--- src/rtl/mcycle_pkg.sv ---
// Shared constants and state encoding for the RV32M iterative multiply/divide unit.
package mcycle_pkg;

    localparam logic [2:0] F3_MUL    = 3'b000;
    localparam logic [2:0] F3_MULH   = 3'b001;
    localparam logic [2:0] F3_MULHSU = 3'b010;
    localparam logic [2:0] F3_MULHU  = 3'b011;
    localparam logic [2:0] F3_DIV    = 3'b100;
    localparam logic [2:0] F3_DIVU   = 3'b101;
    localparam logic [2:0] F3_REM    = 3'b110;
    localparam logic [2:0] F3_REMU   = 3'b111;

    localparam int MCYCLE_ITER = 32;

    localparam logic [31:0] DIV_BY_ZERO_Q = 32'hFFFF_FFFF;
    localparam logic [31:0] INT_MIN       = 32'h8000_0000;

    typedef enum logic [1:0] {
        ST_IDLE    = 2'd0,
        ST_COMPUTE = 2'd1,
        ST_DONE    = 2'd2
    } mcycle_state_t;

    function automatic logic [31:0] neg32(input logic [31:0] v);
        return ~v + 32'd1;
    endfunction

endpackage

--- src/rtl/mcycle_div_step.sv ---
// One restoring-division step: shift in the next dividend bit, subtract the divisor if it fits.
module mcycle_div_step (
    input  logic [32:0] rem,
    input  logic [31:0] divisor,
    input  logic        dividend_bit,
    output logic [32:0] rem_next,
    output logic        q_bit
);

    logic [32:0] shifted;
    logic [33:0] diff;

    always_comb begin
        shifted  = {rem[31:0], dividend_bit};
        diff     = {1'b0, shifted} - {2'b00, divisor};
        // No borrow means the shifted remainder is at least the divisor.
        q_bit    = ~diff[33];
        rem_next = q_bit ? diff[32:0] : shifted;
    end

endmodule

--- src/rtl/mcycle_unit.sv ---
// Iterative RV32M execute unit: 32-cycle shift-add multiply and restoring divide.
// Handshake: Start is accepted in any state except COMPUTE; Done pulses for one cycle with Result valid.
module mcycle_unit
    import mcycle_pkg::*;
#(
    parameter int WIDTH = 32
) (
    input  logic             CLK,
    input  logic             RESETn,
    input  logic             Start,
    input  logic [2:0]       Funct3,
    input  logic [WIDTH-1:0] Operand1,
    input  logic [WIDTH-1:0] Operand2,
    output logic             Busy,
    output logic             Done,
    output logic [WIDTH-1:0] Result,
    output mcycle_state_t    dbg_state
);

    localparam logic [5:0] LAST_ITER = 6'(MCYCLE_ITER - 1);

    mcycle_state_t state, state_next;

    logic [5:0]  cnt;
    logic [2:0]  f3_q;
    logic [31:0] mag_a;
    logic [31:0] mag_b;
    logic        neg_res;
    logic        neg_rem;
    logic [63:0] prod;
    logic [31:0] quo;
    logic [32:0] rem;

    logic        accept;
    logic        a_signed, b_signed, a_neg, b_neg;
    logic [31:0] mag_a_c, mag_b_c;
    logic        div_zero, div_ovf, special;
    logic [31:0] special_result;

    logic [32:0] hi_sum;
    logic [63:0] prod_nxt;
    logic [32:0] rem_nxt;
    logic        q_bit;
    logic [31:0] quo_nxt;
    logic [63:0] prod_fix;
    logic [31:0] quo_fix, rem_fix;
    logic [31:0] final_result;

    assign accept    = Start & (state != ST_COMPUTE);
    assign Busy      = (state == ST_COMPUTE) | (Start & (state != ST_COMPUTE));
    assign Done      = (state == ST_DONE);
    assign dbg_state = state;

    // Operand conditioning at acceptance: magnitudes plus result-sign flags.
    always_comb begin
        a_signed = (Funct3 == F3_MULH) | (Funct3 == F3_MULHSU) |
                   (Funct3 == F3_DIV)  | (Funct3 == F3_REM);
        b_signed = (Funct3 == F3_MULH) | (Funct3 == F3_DIV) | (Funct3 == F3_REM);
        a_neg    = a_signed & Operand1[31];
        b_neg    = b_signed & Operand2[31];
        mag_a_c  = a_neg ? neg32(Operand1) : Operand1;
        mag_b_c  = b_neg ? neg32(Operand2) : Operand2;

        div_zero = Funct3[2] & (Operand2 == 32'd0);
        div_ovf  = Funct3[2] & ~Funct3[0] & (Operand1 == INT_MIN) & (Operand2 == 32'hFFFF_FFFF);
        special  = div_zero | div_ovf;

        special_result = 32'd0;
        if (div_zero)
            special_result = Funct3[1] ? Operand1 : DIV_BY_ZERO_Q;
        else if (div_ovf)
            special_result = Funct3[1] ? 32'd0 : INT_MIN;
    end

    // Multiply: add multiplicand into the high half when the multiplier LSB is set, then shift right.
    always_comb begin
        hi_sum   = {1'b0, prod[63:32]} + (prod[0] ? {1'b0, mag_a} : 33'd0);
        prod_nxt = {hi_sum, prod[31:1]};
    end

    mcycle_div_step u_div_step (
        .rem          (rem),
        .divisor      (mag_b),
        .dividend_bit (quo[31]),
        .rem_next     (rem_nxt),
        .q_bit        (q_bit)
    );

    assign quo_nxt = {quo[30:0], q_bit};

    // Sign fix and result selection on the final iteration's values.
    always_comb begin
        prod_fix = neg_res ? (~prod_nxt + 64'd1) : prod_nxt;
        quo_fix  = neg_res ? neg32(quo_nxt) : quo_nxt;
        rem_fix  = neg_rem ? neg32(rem_nxt[31:0]) : rem_nxt[31:0];
        case (f3_q)
            F3_MUL:                        final_result = prod_fix[31:0];
            F3_MULH, F3_MULHSU, F3_MULHU:  final_result = prod_fix[63:32];
            F3_DIV, F3_DIVU:               final_result = quo_fix;
            default:                       final_result = rem_fix;
        endcase
    end

    always_ff @(posedge CLK or negedge RESETn) begin
        if (!RESETn)
            state <= ST_IDLE;
        else
            state <= state_next;
    end

    always_comb begin
        state_next = state;
        case (state)
            ST_IDLE, ST_DONE: begin
                state_next = ST_IDLE;
                if (Start)
                    state_next = special ? ST_DONE : ST_COMPUTE;
            end
            ST_COMPUTE: begin
                if (cnt == LAST_ITER)
                    state_next = ST_DONE;
            end
            default: state_next = ST_IDLE;
        endcase
    end

    always_ff @(posedge CLK or negedge RESETn) begin
        if (!RESETn) begin
            cnt     <= 6'd0;
            f3_q    <= 3'd0;
            mag_a   <= 32'd0;
            mag_b   <= 32'd0;
            neg_res <= 1'b0;
            neg_rem <= 1'b0;
            prod    <= 64'd0;
            quo     <= 32'd0;
            rem     <= 33'd0;
            Result  <= '0;
        end else if (accept) begin
            cnt     <= 6'd0;
            f3_q    <= Funct3;
            mag_a   <= mag_a_c;
            mag_b   <= mag_b_c;
            neg_res <= a_neg ^ b_neg;
            neg_rem <= a_neg;
            prod    <= {32'd0, mag_b_c};
            quo     <= mag_a_c;
            rem     <= 33'd0;
            if (special)
                Result <= special_result;
        end else if (state == ST_COMPUTE) begin
            cnt <= cnt + 6'd1;
            if (f3_q[2]) begin
                quo <= quo_nxt;
                rem <= rem_nxt;
            end else begin
                prod <= prod_nxt;
            end
            if (cnt == LAST_ITER)
                Result <= final_result;
        end
    end

endmodule

--- config.mk ---
export PLATFORM = sky130hd
export DESIGN_NAME = mcycle_unit
export DESIGN_NICKNAME = d
export VERILOG_FILES = /design/src/rtl/mcycle_pkg.sv /design/src/rtl/mcycle_div_step.sv /design/src/rtl/mcycle_unit.sv
export SDC_FILE = /design/constraint.sdc
export NUM_CORES = 1
export LEC_CHECK = 0
export CORE_MARGIN = 3
export CORE_UTILIZATION = 30
export DETAILED_ROUTE_END_ITERATION = 12
export GPL_TIMING_DRIVEN = 0
export PLACE_DENSITY = 0.57
export SYNTH_ARGS = -nofsm -noshare
export SYNTH_HDL_FRONTEND = slang
export SYNTH_SLANG_ARGS = --single-unit
--- constraint.sdc ---
create_clock -name CLK -period 7 [get_ports CLK]
set_input_delay 2.1 -clock CLK [delete_from_list [all_inputs] [get_ports CLK]]
set_output_delay 2.1 -clock CLK [all_outputs]
set_load 0.01 [all_outputs]
# Word level (Yosys, flattened, before mapping)
# Cells that the tools add are included.
# word_totals
elab_cells	102
ff_bits	237
# classes
n_addsub	8
eq_ne	18
n_reduce_logical	12
mux	31
n_bitwise	22
# op_table
operator	n
2-to-1 mux 32 bit	20
2-to-1 mux 64 bit	4
adder 32 x 1 -> 32 bit, second input constant	4
NOT 32 bit	4
case mux 32 bit (3 select lines)	1
adder 64 x 1 -> 64 bit, second input constant	1
== test 32 bit, second input constant	2
NOT 64 bit	1
subtractor 33 x 32 -> 34 bit	1
adder 32 x 32 -> 33 bit	1
logical NOT 32 bit	1
== test 3 bit, second input constant	4
2-to-1 mux 6 bit	2
== test 3 x 2 -> 1 bit, second input constant	3
inequality test 2 x 1 -> 1 bit, second input constant	4
bitwise AND 1 bit	7
bitwise OR 1 bit	7
adder 6 x 1 -> 6 bit, second input constant	1
== test 3 x 1 -> 1 bit, second input constant	2
== test 6 x 5 -> 1 bit, second input constant	1
2-to-1 mux 2 bit	3
nonzero test 2 bit	3
case mux 2 bit (2 select lines)	1
AND reduction 2 bit	2
other kinds (9)	11

# Longest topological paths before layout
# logic_depth
word_depth	9
mapped_depth	21
ltp_nobuf	17

# By module
# A second synthesis with hierarchy kept.
# hier_totals
hier_cells	2352
hier_area_um2	19269.7
# modules_own_cells
mod	instances	area_each_um2	cells_each
mcycle_unit	1	16888.7	1987
mcycle_div_step	1	2381.0	365

# Worst setup path before layout
# No wires, ideal clock.
# synth_timing
kind	reg-to-reg
start	register rem[7]
end	register Result[24]
slack_ns	1.893
t_required_ns	6.861
period_less_slack_ns	5.107
path_stages_with_launch	20
arrival_time_ns	4.969
setup_time_ns	0.139
cell_sequence	dfrtp_1 -> ha_1 -> buf_2 -> a21oi_1 -> o211ai_1 -> a41oi_1 -> o221ai_2 -> or2_1 -> clkbuf_1 -> buf_1 -> clkbuf_1 -> o21ai_0 -> ha_1 -> nand2_1 -> or4_1 -> o41ai_4 -> and4b_1 -> nand2_1 -> a2111oi_0 -> a21oi_1
# synth_between
elab_chain_len	9
# synth_rtl
element	line	source
start: declaration	mcycle_unit.sv:32	logic [32:0] rem;
start signal: assignment	mcycle_unit.sv:155	rem <= rem_nxt;
subtractor 33 x 32 -> 34 bit	mcycle_div_step.sv:15	diff = {1'b0, shifted} - {2'b00, divisor};
2-to-1 mux 32 bit or NOT 1 bit (tied branches)	mcycle_div_step.sv:18, mcycle_div_step.sv:17	
NOT 32 bit	mcycle_pkg.sv:25	return ~v + 32'd1;
adder 32 x 1 -> 32 bit	mcycle_pkg.sv:25	
2-to-1 mux 32 bit (on tied branches)	mcycle_unit.sv:95, mcycle_unit.sv:94	
case mux 32 bit (3 select lines) (*)	mcycle_unit.sv:96	case (f3_q)
2-to-1 mux 32 bit (*)	mcycle_unit.sv:159	if (cnt == LAST_ITER)
2-to-1 mux 32 bit (*)	mcycle_unit.sv:151	end else if (state == ST_COMPUTE) begin
2-to-1 mux 32 bit (*)	mcycle_unit.sv:139	end else if (accept) begin
end signal: assignment	mcycle_unit.sv:150	Result <= special_result;
end signal: assignment	mcycle_unit.sv:160	Result <= final_result;
end: declaration	mcycle_unit.sv:16	output logic [WIDTH-1:0] Result,
# Every way passes the cells marked *; elsewhere a longest branch is shown, timed or not. The select of a mux whose other input is x is not followed.
# A chain may end at the register's enable or synchronous reset.

# Worst setup path after layout
# layout_timing
start	register rem[9]
end	register Result[16]
# Same word-level chain as after synthesis.

==> flow_summary.ini <==
[status]
status = complete, no violations

[layout]
num-nets-final = 2675
nFillCells = 6689
layout-drive-gt1-share_pct = 3.570
syn_to_final_growth_pct = 15.94

[logic_synthesis]
syn-cell-area_sq_mm = 0.01927
synth_cell_types = 83
netlist_instances = 2395
syn_nets = 2538
ys_ff_latch = 237
synth-edff-count = 0
yosys_warnings = 0
synth.avg_cell_area_sq_um = 8.045
async_flop_share_pct = 100.0
ys_seq_area_share_pct = 30.78
synth-main-ff-cell = dfrtp_1

[worst_setup_path]
crit_buf_inv = 4
startpoint = rem[9]
crit_path_end_kind = flip-flop
setup.worst_path.class = flip-flop to flip-flop
max_stage_delay_ns = 0.66
startpoint_type = flip-flop
cp_data_required_time_ns = 7.42
worstPathCellList = ha_1 > buf_2 > a21oi_1 > o211ai_1 > a41oi_2 > o221ai_2 > or2_1 > clkbuf_1 > buf_1 > clkbuf_1 > o21ai_1 > ha_1 > nand2_1 > or4_1 > o41ai_4 > a21oi_1 > xnor2_1 > a221oi_1 > nor3_1
critical_path.max_fanout = 10
rr_startpoint = rem[9]
cp.arrival_ns = 7.15
crit_path_top_delay_cell = a221oi_1
critical_path.top_delay_family = compound AO/OA/AOI/OAI gates

[detailed_routing]
vias_per_cell = 6.035
wirelength_mm = 87.45
drt_pass1_iterations = 6
drtIter0Drc = 2189
routed-via-count = 20500
wl_per_cell_microns = 25.75
drc = 0
ant_nets = 0

[timing]
period_share_pct = 96.08
setup_viol = 0
setup_ws_ns = 0.2745
fmax_mhz = 148.7
worst_slew_pin_slew_ns = 1.321
drv_slew = 0
rsz0062_at_grt = false
skew_ns = 0.03465
final-hold-violation-count = 0
tns_ns = 0
timing.slew.headroom_pct = 11.92
fin_crit_ns = 6.726

[global_route]
grt_pass1_wl_mm = 128.2
grt_pass1_vias = 19580
antenna_found_initial = 4
grt.overflow.total = 0
grt_max_degree = 104
grt_usage_pct = 25.25

[clock_network]
cts_buffer_depth = 3
cts_root_buf = clkbuf_16
htree_levels = 1
numCtsBuffers = 29
clk_latency_ns = 0.60
hold_buffers = 0
clkTransAtPathRegs_ns = 0.06
cts_tree = built
cts.sinks = 237

[power_and_ir_drop]
swShare_pct = 53.55
p_leak_nw = 8.957
p_int_mw = 5.272
pwr-share-comb_pct = 65.4
seqPwrFrac_pct = 21.6
powerDensity_mw_per_mm2 = 508.1
p_sw_mw = 6.079
vdd_drop_max_uv = 211.7
pwr-share-clk_pct = 12.9

[floorplanning]
die_h_microns = 259.4
die_area_sq_mm = 0.06730
coreArea_sq_mm = 0.06331
pin_count = 106
num_rows = 92
fp.dieW_microns = 259.4
start_util_pct = 30.43

[placed_design]
post-place-ws_ns = -0.1029
globalplace.congestion = 1.004
port_buffers = 105
dp_hpwl_mm = 70.52

[worst_hold_path]
holdCritPathClass = flip-flop to flip-flop
hp-start = mag_a[19]

[flow_run]
cap_violations = 0
[state kept, by name, indices dropped and copies added (netlist names)]
register / flops
Result: 32
cnt: 6
dbg_state: 2
f3_q: 3
mag_a: 32
mag_b: 32
neg_rem: 1
neg_res: 1
prod: 64
quo: 32
rem: 32
[power by group through the flow]
| stage | registers, mW | clock network [mW] | logic [mW] |
|---|---|---|---|
| final | 2.46 | 1.47 | 7.43 |
| after global routing | 2.51 | 1.53 | 8.01 |
| after CTS | 2.43 | 1.48 | 7.28 |
| after detailed placement | 2.45 | 0 | 7.23 |
| after global placement | 2.44 | 0 | 7.17 |
| after floorplan | 2.26 | 0 | 4.93 |
[cell usage in the layout (no fill, tap or decap), drive strengths merged, types with 33 or more instances in the layout]
cell type	count
a21o	52
a21oi	172
a221o	41
a31oi	34
and2	48
clkbuf	162
clkdlybuf4s50	104
dfrtp	237
ha	71
inv	75
nand2	237
nand3	44
nand4	45
nor2	183
nor3	55
o21ai	218
o22ai	39
o31ai	51
or3	33
xnor2	100
xor2	104
[what timing repair did]
action	CTS	global route
hold endpoints to repair	0	0
endpoints found under the setup margin	4	8
resized for setup	3	2
buffers inserted	0	0
[layout make-up]
class                   count  area [sq um]  share of cell area [%]
multi-input cells        1938         12500                   55.95
flip-flops and latches    237          5931                   26.55
repair buffers            107          1111                   4.973
well taps                 846          1059                   4.738
clock buffers              41         800.8                   3.584
plain buffers             145         579.3                   2.593
inverters                  74         277.8                   1.243
clock inverters             7         80.08                  0.3584
diodes                      1         2.502                 0.01120
[per-stage QoR]
step	instances	hold WS (ns)	power, mW	cell area (sq um)	utilization (%)
after floorplan	2395	0.4418	7.185	19270	-
after detailed placement	3348	0.4589	9.686	21440	33.87
after global routing	3395	0.4881	12.05	22340	35.28
after CTS	3396	0.4733	11.19	22330	35.28
after global placement	3346	0.4594	9.610	21380	33.77
final	3396	0.4685	11.35	22340	35.29
[kinds of logic (layout without fill, tap and decap cells)]
group,Yosys count,in the layout,share of synthesized area [%]
AO/OA/AOI/OAI,834,834,28.66
AND/OR/NAND/NOR,794,794,20.31
flip-flops,237,237,30.78
buffers and inverters,220,374,4.429
XOR/XNOR,204,204,9.273
adder cells (fa/ha/maj),73,73,4.818
multiplexers,33,33,1.734
other,0,1,0
[cell usage after synthesis (18+ instances only)]
cell type / instances / area, sq um
a21boi_0: 31 / 232.7
a21o_1: 52 / 390.4
a21oi_1: 170 / 850.8
a221o_1: 41 / 410.4
a22o_1: 28 / 245.2
a31oi_1: 34 / 212.7
and2_1: 47 / 294.0
clkbuf_1: 122 / 457.9
dfrtp_1: 237 / 5931
ha_1: 71 / 888.4
inv_1: 73 / 274.0
mux2i_1: 30 / 300.3
nand2_1: 237 / 889.6
nand2b_1: 24 / 150.1
nand3_1: 44 / 220.2
nand4_1: 45 / 281.5
nor2_1: 183 / 686.9
nor3_1: 55 / 275.3
nor4_1: 26 / 162.7
o211ai_1: 24 / 180.2
o21a_1: 19 / 142.6
o21ai_0: 212 / 1061
o22ai_1: 39 / 244.0
o31ai_1: 50 / 375.4
o41ai_1: 18 / 157.7
or3_1: 33 / 206.5
or4_1: 18 / 135.1
xnor2_1: 100 / 875.8
xor2_1: 104 / 910.9
[final timing paths]
kind	slack, ns	to	cells after the start
worst max-delay path	0.27	Result[16]	19
worst min-delay path	0.47	mag_a[19]	1
max in group asynchronous	4.58	prod[56]	2
worst min register to register	0.47	mag_a[19]	1
min in group asynchronous	1.45	prod[28]	1
worst max register to register	0.27	Result[16]	19
[routing by layer]
metal | up-vias | part of all wire, % | global-route usage (%)
met5 | - | 0.015 | 0
met4 | 2 | 3.3 | 7.319
met1 | 10140 | 45 | 37.48
met3 | 147 | 9.8 | 4.780
li1 | 9146 | - | -
met2 | 1059 | 41 | 36.90
Power figures use the tool's default switching activity.
